--- src/rtl/fetch_stage_pkg.sv ---
// Shared definitions for the instruction-fetch stage: FSM encodings,
// the NOP word and the default reset PC.
package fetch_stage_pkg;

    typedef enum logic [1:0] {
        ST_IDLE  = 2'd0,
        ST_ISSUE = 2'd1,
        ST_WAIT  = 2'd2,
        ST_HOLD  = 2'd3
    } fetch_state_t;

    // SLL $0,$0,0 -- an empty pipeline slot decodes as this
    localparam logic [31:0] NOP_INSTR        = 32'h0000_0000;
    localparam logic [31:0] RESET_PC_DEFAULT = 32'h0040_0000;

endpackage

--- src/rtl/fetch_stage_if_id_reg.sv ---
// Pipeline register holding instruction, PC and valid bit. Flush beats
// load, load beats hold, and an unstalled register with nothing new empties.
module fetch_stage_if_id_reg
    import fetch_stage_pkg::*;
#(
    parameter int ADDR_W = 32
) (
    input  logic              clk,
    input  logic              rst_n,
    input  logic              i_load,
    input  logic              i_stall,
    input  logic              i_flush,
    input  logic [31:0]       i_instr,
    input  logic [ADDR_W-1:0] i_pc,
    output logic [31:0]       o_instr,
    output logic [ADDR_W-1:0] o_pc,
    output logic              o_valid
);

    logic [31:0]       r_instr;
    logic [ADDR_W-1:0] r_pc;
    logic              r_valid;

    always_ff @(posedge clk or negedge rst_n) begin
        if (!rst_n) begin
            r_instr <= NOP_INSTR;
            r_pc    <= '0;
            r_valid <= 1'b0;
        end else if (i_flush) begin
            r_instr <= NOP_INSTR;
            r_valid <= 1'b0;
        end else if (i_load) begin
            r_instr <= i_instr;
            r_pc    <= i_pc;
            r_valid <= 1'b1;
        end else if (!i_stall) begin
            // consumer took the word and nothing replaced it
            r_instr <= NOP_INSTR;
            r_valid <= 1'b0;
        end
    end

    assign o_instr = r_instr;
    assign o_pc    = r_pc;
    assign o_valid = r_valid;

endmodule

--- src/rtl/fetch_stage.sv ---
// MIPS instruction-fetch stage: owns the PC, runs a single-outstanding
// req/gnt/rvalid fetch, and feeds the IF/ID register to the decoder.
module fetch_stage
    import fetch_stage_pkg::*;
#(
    parameter int                ADDR_W   = 32,
    parameter logic [ADDR_W-1:0] RESET_PC = ADDR_W'(RESET_PC_DEFAULT)
) (
    input  logic              clk,
    input  logic              rst_n,
    output logic              imem_req_o,
    output logic [ADDR_W-1:0] imem_addr_o,
    input  logic              imem_gnt_i,
    input  logic              imem_rvalid_i,
    input  logic [31:0]       imem_rdata_i,
    input  logic              id_stall_i,
    input  logic              redirect_i,
    input  logic [ADDR_W-1:0] redirect_pc_i,
    output logic [31:0]       instr_o,
    output logic [5:0]        instr_op_o,
    output logic [5:0]        instr_funct_o,
    output logic [ADDR_W-1:0] pc_o,
    output logic [ADDR_W-1:0] pc_plus4_o,
    output logic              instr_valid_o
);

    fetch_state_t      r_state, w_state_next;
    logic [ADDR_W-1:0] r_pc, w_pc_next;
    logic              r_kill, w_kill_next;
    logic [31:0]       r_hold, w_hold_next;

    logic              w_load;
    logic              w_flush;
    logic              w_req;
    logic [31:0]       w_load_instr;
    logic [ADDR_W-1:0] w_pc_plus4;
    logic [ADDR_W-1:0] w_redirect_pc;
    logic [31:0]       w_if_instr;
    logic [ADDR_W-1:0] w_if_pc;
    logic              w_if_valid;

    assign w_pc_plus4    = r_pc + ADDR_W'(4);
    assign w_redirect_pc = redirect_pc_i & ~ADDR_W'(3);

    always_ff @(posedge clk or negedge rst_n) begin
        if (!rst_n) begin
            r_state <= ST_IDLE;
            r_pc    <= RESET_PC;
            r_kill  <= 1'b0;
            r_hold  <= NOP_INSTR;
        end else begin
            r_state <= w_state_next;
            r_pc    <= w_pc_next;
            r_kill  <= w_kill_next;
            r_hold  <= w_hold_next;
        end
    end

    always_comb begin
        w_state_next = r_state;
        w_pc_next    = r_pc;
        w_kill_next  = r_kill;
        w_hold_next  = r_hold;
        w_load       = 1'b0;
        w_load_instr = imem_rdata_i;
        w_flush      = 1'b0;
        w_req        = 1'b0;

        case (r_state)
            ST_IDLE: w_state_next = ST_ISSUE;
            ST_ISSUE: begin
                w_req = 1'b1;
                if (imem_gnt_i) w_state_next = ST_WAIT;
            end
            ST_WAIT: begin
                if (imem_rvalid_i) begin
                    if (r_kill) begin
                        w_kill_next  = 1'b0;
                        w_state_next = ST_ISSUE;
                    end else if (!id_stall_i || !w_if_valid) begin
                        w_load       = 1'b1;
                        w_pc_next    = w_pc_plus4;
                        w_state_next = ST_ISSUE;
                    end else begin
                        w_hold_next  = imem_rdata_i;
                        w_state_next = ST_HOLD;
                    end
                end
            end
            ST_HOLD: begin
                if (!id_stall_i) begin
                    w_load       = 1'b1;
                    w_load_instr = r_hold;
                    w_pc_next    = w_pc_plus4;
                    w_state_next = ST_ISSUE;
                end
            end
            default: w_state_next = ST_IDLE;
        endcase

        // A redirect overrides everything; kill only when a response is still owed
        if (redirect_i) begin
            w_load      = 1'b0;
            w_flush     = 1'b1;
            w_pc_next   = w_redirect_pc;
            w_hold_next = NOP_INSTR;
            if ((r_state == ST_WAIT && !imem_rvalid_i) ||
                (r_state == ST_ISSUE && imem_gnt_i)) begin
                w_kill_next  = 1'b1;
                w_state_next = ST_WAIT;
            end else begin
                w_kill_next  = 1'b0;
                w_state_next = ST_ISSUE;
            end
        end
    end

    fetch_stage_if_id_reg #(
        .ADDR_W (ADDR_W)
    ) u_if_id (
        .clk     (clk),
        .rst_n   (rst_n),
        .i_load  (w_load),
        .i_stall (id_stall_i),
        .i_flush (w_flush),
        .i_instr (w_load_instr),
        .i_pc    (r_pc),
        .o_instr (w_if_instr),
        .o_pc    (w_if_pc),
        .o_valid (w_if_valid)
    );

    assign imem_req_o    = w_req;
    assign imem_addr_o   = r_pc;
    assign instr_o       = w_if_instr;
    assign instr_op_o    = w_if_instr[31:26];
    assign instr_funct_o = w_if_instr[5:0];
    assign pc_o          = w_if_pc;
    assign pc_plus4_o    = w_if_pc + ADDR_W'(4);
    assign instr_valid_o = w_if_valid;

endmodule

--- config.mk ---
export PLATFORM = sky130hd
export DESIGN_NAME = fetch_stage
export DESIGN_NICKNAME = d
export VERILOG_FILES = /design/src/rtl/fetch_stage_pkg.sv /design/src/rtl/fetch_stage_if_id_reg.sv /design/src/rtl/fetch_stage.sv
export SDC_FILE = /design/constraint.sdc
export NUM_CORES = 1
export LEC_CHECK = 0
export BUFFER_PORTS_ARGS = -buffer_cell sky130_fd_sc_hd__buf_4
export CAP_MARGIN = 20
export CORE_UTILIZATION = 57
export CTS_BUF_LIST = sky130_fd_sc_hd__clkbuf_8
export CTS_CLUSTER_DIAMETER = 80
export DETAILED_ROUTE_END_ITERATION = 6
export PLACE_DENSITY = 0.93
export SYNTH_ARGS = -nofsm -noshare
export SYNTH_HDL_FRONTEND = slang
export SYNTH_SLANG_ARGS = --single-unit
export TNS_END_PERCENT = 100
--- constraint.sdc ---
create_clock -name clk -period 6.8 [get_ports clk]
set_clock_uncertainty 0.05 [all_clocks]
set_input_delay 0.34 -clock clk [delete_from_list [all_inputs] [get_ports clk]]
set_output_delay 0.34 -clock clk [all_outputs]
set_load 0.005 [all_outputs]
# Word-level counts from Yosys, hierarchy flattened
# Index checks and enable logic that the tools add are counted.
# word_totals
reg_bits	132
output_inout_bits	142
# classes
n_addsub	2
eq_ne	11
mux	39
bitwise	1
n_reduce_logical	16
# op_table
op	count
32-bit 2-to-1 mux	15
32-bit by 3-bit adder with 32-bit output (second input constant)	2
32-bit one-hot mux with 2 select lines	1
3-bit != test (second input constant)	5
1-bit 2-to-1 mux	14
2-bit 2-to-1 mux	7
2-bit one-hot mux with 4 select lines	1
5-bit AND reduction	1
2-bit equality test (second input constant)	2
2-bit != test (second input constant)	2
2-bit AND reduction	2
4-bit AND reduction	1
2-bit nonzero test	2
1-bit zero test	3
3-bit by 1-bit != test with 1-bit output (second input constant)	1
3-bit AND reduction	1
3-bit nonzero test	1
2-bit by 1-bit equality test with 1-bit output (second input constant)	1
1-bit logical AND	2
2-bit zero test	1
1-bit logical OR	2
1-bit one-hot mux with 2 select lines	1
1-bit inverter	1

# Logic depth before layout (Yosys ltp)
# Gate-level depths: netlist of the first run.
# logic_depth
ltp_word	9
depth_mapped	9
mapped_depth_nobuf	6

# Hierarchy
# Synthesis of the first run repeated with hierarchy kept, for this count alone.
# hier_totals
hier_cells	713
hier_area_um2	7159.4
# by_module_without_submodules
mod	instances	cells_per_inst	area_per_inst_um2	seq_area_each_um2
fetch_stage	1	498	4379.2	1627.8
fetch_stage_if_id_reg	1	215	2780.2	1626.6

# Worst setup path after synthesis of the first run
# OpenSTA, ideal clock, no wires.
# synth_timing
path_type	reg-to-reg
startpoint	reg r_state[0]
endpoint	reg r_pc[31] (netlist: imem_addr_o[31])
setup_ns	0.126
t_arrival_ns	2.063
t_required_ns	6.624
setup_slack_ns	4.561
path_stages_with_launch	9
n_path_buf	2
path_cell_list	dfrtp_1 > inv_1 > ha_1 > clkbuf_1 > nand4bb_1 > o221a_2 > clkbuf_1 > o41a_1 > a221o_1
# synth_via
elab_chain_cells	3
# synth_lines
item	line	source
from (decl)	fetch_stage.sv:27	fetch_state_t r_state, w_state_next;
from (signal assigned)	fetch_stage.sv:52	r_state <= w_state_next;
2-bit equality test	fetch_stage.sv:69	case (r_state)
3-bit != test (no line), or another cell as far along	-	
5-bit AND reduction (no line) / 32-bit 2-to-1 mux (equally long branches)	-	
to (signal assigned)	fetch_stage.sv:53	r_pc <= w_pc_next;
to (decl)	fetch_stage.sv:28	logic [ADDR_W-1:0] r_pc, w_pc_next;
# Parallel ways exist; a longest one is shown, timed or not.
# A chain may end at the register's enable or synchronous reset.

# Worst setup path in the final report of the first run
# layout_timing
startpoint	reg u_if_id.r_pc[7] (netlist: u_if_id.o_pc[7])
endpoint	out pc_plus4_o[13]
# layout_via
elab_chain_cells	1
# layout_lines
item	line	source
from (decl)	fetch_stage_if_id_reg.sv:21	logic [ADDR_W-1:0] r_pc;
from (signal assigned)	fetch_stage_if_id_reg.sv:34	r_pc <= i_pc;
32-bit by 3-bit adder with 32-bit output	fetch_stage.sv:139	assign pc_plus4_o = w_if_pc + ADDR_W'(4);
to (decl)	fetch_stage.sv:23	output logic [ADDR_W-1:0] pc_plus4_o,
# Every way passes these cells.

==> results of run 1 <==
cells in the mapped netlist, types with 2 or more instances:
cell / count / area, um2
dfrtp_1: 127 / 3178
nand2_1: 69 / 259.0
clkbuf_1: 38 / 142.6
o21ai_0: 37 / 185.2
mux2i_1: 34 / 340.3
a22o_1: 32 / 280.3
nor2_1: 31 / 116.4
mux2_2: 29 / 326.6
nand3_1: 23 / 115.1
a31oi_1: 19 / 118.9
buf_4: 18 / 135.1
nand4_1: 18 / 112.6
or4_1: 18 / 135.1
xnor2_1: 15 / 131.4
o31ai_1: 14 / 105.1
xor2_1: 14 / 122.6
and4_1: 12 / 105.1
inv_1: 11 / 41.29
nor4_1: 11 / 68.82
and3_1: 6 / 37.54
ha_1: 6 / 75.07
nor3_1: 6 / 30.03
buf_2: 5 / 25.02
nor2b_1: 5 / 31.28
o21ai_1: 5 / 25.02
a221o_1: 4 / 40.04
nand2b_1: 3 / 18.77
o211ai_1: 3 / 22.52
o311ai_0: 3 / 26.28
o41a_1: 3 / 33.78
or3_1: 3 / 18.77
nand4bb_1: 2 / 22.52
o31a_1: 2 / 17.52
o41ai_1: 2 / 17.52
or2_2: 2 / 12.51
cell type report:
cell class,count,area (um2)
clock buffer,19,261.5
clock inverter,13,161.4
sequential,128,3204
fill,746,2763
multi-input combinational,452,3123
inverter,12,45.04
timing repair buffer,213,1682
tap,143,178.9
power breakdown:
part | internal (mW) | total, mW | switching, mW | leakage (nW)
clock network | 0.383 | 0.692 | 0.310 | 0.216
logic | 0.531 | 0.928 | 0.397 | 2.30
registers | 0.898 | 1.10 | 0.204 | 1.64
total | 1.81 | 2.72 | 0.910 | 4.16
routing by layer:
layer  GRT usage  part of all wire  vias up
met5           0                 0        -
met4      0.1333             0.023        0
met3     0.09465             0.090       37
met2      0.5179              0.50      343
met1      0.3596              0.39     2889
li1            -                 -     2735
worst paths after layout:
path,startpoint,to,slack [ns],depth (start not counted)
min in group asynchronous,rst_n,r_hold[22],0.25,2
worst max register to register,r_state[0],imem_addr_o[31],4.19,5
worst max-delay path,u_if_id.o_pc[7],pc_plus4_o[13],4.04,5
max in group asynchronous,rst_n,imem_addr_o[3],5.60,3
worst min register to register,u_if_id.o_instr[10],u_if_id.o_instr[10],0.45,2
worst min-delay path,imem_rdata_i[15],r_hold[15],0.07,2
cell families (layout without fill, tap and decap cells):
kind of cell / count (synthesis) / count (layout) / share of synthesized area
xor gates and xnor gates: 29 / 29 / 0.03817
and+or+nand+nor: 217 / 217 / 0.1735
DFF: 128 / 128 / 0.4815
other: 1 / 6 / 0.0005635
adders and majority gates: 6 / 6 / 0.01128
AOI/OAI and AO/OA: 131 / 131 / 0.1403
buffers and inverters: 75 / 257 / 0.05452
muxes: 63 / 63 / 0.1002
per-stage QoR:
| stage | utilization | cells | setup WS, ns | instance area, um2 | total power, mW |
|---|---|---|---|---|---|
| after CTS | 0.7506 | 976 | 3.394 | 8571 | 2.715 |
| after floorplan | - | 655 | 4.561 | 6674 | 1.509 |
| final | 0.7581 | 980 | 4.042 | 8656 | 2.722 |
| after detailed placement | 0.7136 | 944 | 3.416 | 8148 | 2.027 |
| after global placement | 0.7098 | 942 | 3.613 | 8105 | 1.966 |
| after global routing | 0.7581 | 980 | 3.821 | 8656 | 2.886 |
flip-flops by register name, summed over array words and instances (netlist names):
signal / flops
r_hold: 32
u_if_id.o_valid: 1
imem_addr_o: 30
r_kill: 1
u_if_id.o_instr: 32
r_state: 2
u_if_id.o_pc: 30
layout by cell type (no fill, tap or decap), types with 5 or more instances in the layout:
cell type    n
a22o_1      32
a31oi_1     18
and3_1       6
and4_1      12
buf_4      207
clkbuf_8    19
conb_1       6
dfrtp_1    127
ha_1         6
inv_1       11
mux2_2      29
mux2i_1     34
nand2_1     69
nand3_1     23
nand4_1     18
nor2_1      30
nor2b_1      5
nor3_1       5
nor4_1      11
o21ai_0     37
o21ai_1      5
o31ai_1     14
or4_1       18
xnor2_1     15
xor2_1      14
critical path: stages, from the launching register on:
cell     delay (ns)
dfrtp_1        0.47
and4_1         0.38
nand3_1        0.29
nor2_1         0.31
xor2_1         0.32
buf_4          0.17
timing repair:
| action | CTS | global route |
|---|---|---|
| endpoints found under the setup margin | 0 | 0 |
| hold endpoints to repair | 0 | 13 |
| hold buffers | 0 | 1 |
==> summary.md, run 1 <==
| Metric | Value |
|---|---|
| Status | finished, final reports clean |
| RSZ-0062 raised after global routing | no |
| Post-synthesis cell type count | 55 |
| Worst path required time | about 6.4 ns |
| FP Rows | 39 |
| GRT Total Usage | 0.3062 |
| TritonCTS clock tree | done |
| Antenna Nets Post-Route | 0 |
| Seq/Total Area, Yosys | 0.4815 |
| Core area | 11420 um2 |
| Worst Path Arrival | 2.37 ns |
| Number of global-route vias before repair | roughly 5700 |
| Worst-skew pair later-pin latency | 0.43 ns |
| Bufs on Longest Clock Path | 2 |
| Worst Path Max Fanout | 7 |
| Antenna cells | 0 |
| IO buf count | a little over 200 |
| Ys async rst share | 1.000 |
| Synth Area per Inst | 10.24 um2 |
| Die height | 110.1 um |
| Final hold vios | 0 |
| Total wire length after detailed routing | around 18000 um |
| Layout cells sized above 1 | 0.3405 |
| Slew @ Worst Pin | between 0.8 and 0.9 ns |
| Root buf cell | clkbuf_8 |
| TritonCTS Buffers | 17 |
| TNS Setup | 0 ns |
| Post-CTS Resized | 0 |
| Maxcap violations | 0 |
| Starting Density | 0.5828 |
| Synth Instances | 650 |
| Slew Limit Fails | 0 |
| Final net count | 900 |
| Prevailing post-synth register cell | dfrtp_1 |
| Die Wd | 110.1 um |
| Max Freq | between 300 and 400 MHz |
| Pin count of the biggest net entering global routing | 82 |
| Tcrit/Tclk final | 0.4056 |
| Crit. End Element | output pin |
| Die ar. | between 10000 and 15000 um2 |
| Max transition margin | 0.4297 |
| Post-synth EDFFs | 0 |
| Yosys reg bits | approximately 130 |
| First-pass GRT wire length | approximately 28000 um |
| Worst VDD drop | approximately 240 uV |
| Initial antenna violation count | 0 |
| Final hold slack | around 0.075 ns |
| I/O pin cnt | roughly 210 |
| Power Density | between 300 and 400 nW/um2 |
| H-tree levels | 4 |
| Via count | between 6000 and 7000 |
| Worst hold path class | input port to register |
| Global route total overflow | 0 |
| CTS sink cnt | about 130 |
| First-pass detailed-route iteration total | 5 |
| Gpl congestion | about 0.80 |
| Clock transition at path regs | 0.08 ns |
| Area Overhead vs Synth | 30.06% |
| Synthesized area | about 6700 um2 |
| Initial drt markers | between 500 and 600 |
| Post-DP HPWL | roughly 13000 um |
| DR WL/cell | between 15 and 20 um |
| Drt drc | 0 |
| Startpoint types | register |
| Setup Fix Bufs, Post-CTS | 0 |
| Yosys warns | 0 |
| Lkg Pwr | 4.155 nW |
| Post-route minimum period | approximately 2.8 ns |
| WS Path Type | register to output pin |
| Drt via density | 6.127 |
| Final setup fails | 0 |
Power figures use the tool's default switching activity.
==> run 2, diff against run 1 <==
--- a/config.mk
+++ b/config.mk
@@ -7,11 +7,11 @@
 export LEC_CHECK = 0
 export BUFFER_PORTS_ARGS = -buffer_cell sky130_fd_sc_hd__buf_4
 export CAP_MARGIN = 20
-export CORE_UTILIZATION = 57
+export CORE_UTILIZATION = 48
 export CTS_BUF_LIST = sky130_fd_sc_hd__clkbuf_8
 export CTS_CLUSTER_DIAMETER = 80
 export DETAILED_ROUTE_END_ITERATION = 6
-export PLACE_DENSITY = 0.93
+export PLACE_DENSITY = 0.84
 export SYNTH_ARGS = -nofsm -noshare
 export SYNTH_HDL_FRONTEND = slang
 export SYNTH_SLANG_ARGS = --single-unit
==> constraint.sdc (replaced) <==
create_clock -name clk -period 2.5 [get_ports clk]
set_clock_uncertainty 0.05 [all_clocks]
set_input_delay 0.125 -clock clk [delete_from_list [all_inputs] [get_ports clk]]
set_output_delay 0.125 -clock clk [all_outputs]
set_load 0.005 [all_outputs]
==> summary.md, run 2 (synthesis results as in run 1) <==
| Metric | Value |
|---|---|
| Status | finished, final reports clean |
| CP peak stage delay | 0.50 ns |
| First-pass detailed-route iteration total | 7 |
| Post-place instance area | slightly above 8000 um2 |
| Post-DP HPWL | between 10000 and 15000 um |
| I/O pin cnt | ~210 |
| DR WL/cell | roughly 18 um |
| Drt via density | approximately 5.8 |
| Global route total overflow | 0 |
| Die ar. | around 14000 um2 |
| FP Rows | 42 |
| Startpoint types | register |
| Die height | 119.8 um |
| Switch Pwr | roughly 2.4 mW |
| Crit. End Element | output pin |
| Worst VDD drop | about 440 uV |
| CP max stage cell | dfrtp_1 |
| TritonCTS clock tree | done |
| Power Density | 791.4 nW/um2 |
| CP bufs+invs | 2 |
| Commonest non-fill, non-tap cell in the layout | buf_4 |
| Core area | roughly 13000 um2 |
| Logic pwr share | 0.357 |
| Antenna cells | 0 |
| TritonCTS Buffers | 17 |
| Post-route minimum period | approximately 2.4 ns |
| CP delay by family, top | simple AND/OR/NAND/NOR gates |
| Via count | 6293 |
| Worst-skew pair later-pin latency | roughly 0.45 ns |
| Layout cells sized above 1 | 0.3199 |
| Area Overhead vs Synth | 41.68% |
| Fin worst setup slack | roughly 0.11 ns |
| GRT Total Usage | 0.2742 |
| Clock transition at path regs | approximately 0.070 ns |
| Clk pwr share | 0.243 |
| WS Path Type | register to output pin |
| Switch share | 0.3271 |
| Slew Limit Fails | 0 |
| Worst Path Max Fanout | 7 |
| Worst hold path class | input port to register |
| CP Cell Sequence | and4_1 > nand4_1 > buf_4 > nor4_1 > xor2_1 > buf_4 |
| IO buf count | about 200 |
| Antenna Nets Post-Route | 0 |
| Dpl ws | ~0.14 ns |
| Worst path required time | 2.33 ns |
| Lkg Pwr | ~4.5 nW |
| Final hold vios | 0 |
| Initial drt markers | around 330 |
| Max Freq | ~420 MHz |
| Pin count of the biggest net entering global routing | 54 |
| Number of global-route vias before repair | approximately 6100 |
| CTS sink cnt | roughly 130 |
| Tcrit/Tclk final | 0.9570 |
| Initial antenna violation count | 0 |
| Final net count | 980 |
| Commonest non-fill, non-tap cells in the layout | buf_4, dfrtp_1, dlygate4sd3_1 |
| Drt drc | 0 |
| Gpl congestion | ~0.93 |
| TNS Setup | 0 ns |
| Final setup fails | 0 |
| Slew @ Worst Pin | roughly 0.66 ns |
| Total wire length after detailed routing | between 15000 and 20000 um |
| CP dominant cell by count | buf_4 |
| H-tree levels | 4 |
| Design Area, Final | 9429 um2 |
| Root buf cell | clkbuf_8 |
| Seq pwr share | 0.400 |
| Starting Density | 0.4966 |
| Worst Path Arrival | 2.22 ns |
| Max transition margin | 0.5570 |
| First-pass GRT wire length | 30670 um |
| Power Internal | 5.021 mW |
| Die Wd | about 120 um |
| Bufs on Longest Clock Path | 2 |
| Maxcap violations | 0 |
[run 2: what timing repair did]
item | in CTS | in global routing
hold buffers | 71 | 0
setup buffers | 0 | 2
endpoints found under the hold margin | 136 | 0
setup endpoints to repair | 0 | 15
gates resized for setup | 0 | 5
[run 2: final timing paths]
path / from / to / slack [ns] / cells past startpoint
worst max-delay path: u_if_id.o_pc[16] / pc_plus4_o[26] / 0.11 / 6
worst min-delay path: imem_gnt_i / r_state[1] / 0.03 / 5
worst max register to register: imem_addr_o[11] / imem_addr_o[28] / 0.21 / 4
worst min register to register: u_if_id.o_instr[16] / u_if_id.o_instr[16] / 0.43 / 2
max in group asynchronous: rst_n / u_if_id.o_instr[31] / 1.48 / 3
min in group asynchronous: rst_n / r_hold[23] / 0.16 / 2
[run 2: power by group through the flow]
stage / clock, mW / sequential, mW / combinational [mW]
after floorplan: 0 / 2.91 / 1.20
after global placement: 0 / 2.97 / 2.47
after detailed placement: 0 / 2.99 / 2.54
after CTS: 1.84 / 2.95 / 2.64
after global routing: 1.93 / 3.04 / 2.88
final: 1.81 / 2.99 / 2.66
[run 2: stage by stage]
stage                       util  cells  hold slack (ns)  total power [mW]
after global routing      0.7036   1092          0.07654             7.854
after CTS                 0.7008   1090         0.002449             7.431
after global placement    0.6180    988          0.09693             5.445
final                     0.7036   1092          0.02868             7.462
after detailed placement  0.6180    988           0.1037             5.527
after floorplan                -    655          -0.2206             4.104
[run 2: metal layers]
metal  GRT usage  up-vias  wire, um
li1            -     2897         -
met2      0.4801      288      9710
met1      0.3284     3079      7882
met5           0        -         0
met4     0.09922        0       373
met3     0.06321       29      1323
[run 2: area by class of cell]
class	instances	area, um2
fillers	968	3971
clock inverters	11	123.9
repair buffers	293	2415
inverters	12	45.04
clock buffers	20	275.3
well taps	176	220.2
flip-flops and latches	128	3204
multi-input cells	452	3146
[run 2: worst min-delay path, stage by stage]
cell and delay (ns):
buf_4 0.08, nand2_1 0.04, nand2_1 0.06, nand2_1 0.08, o21ai_0 0.09
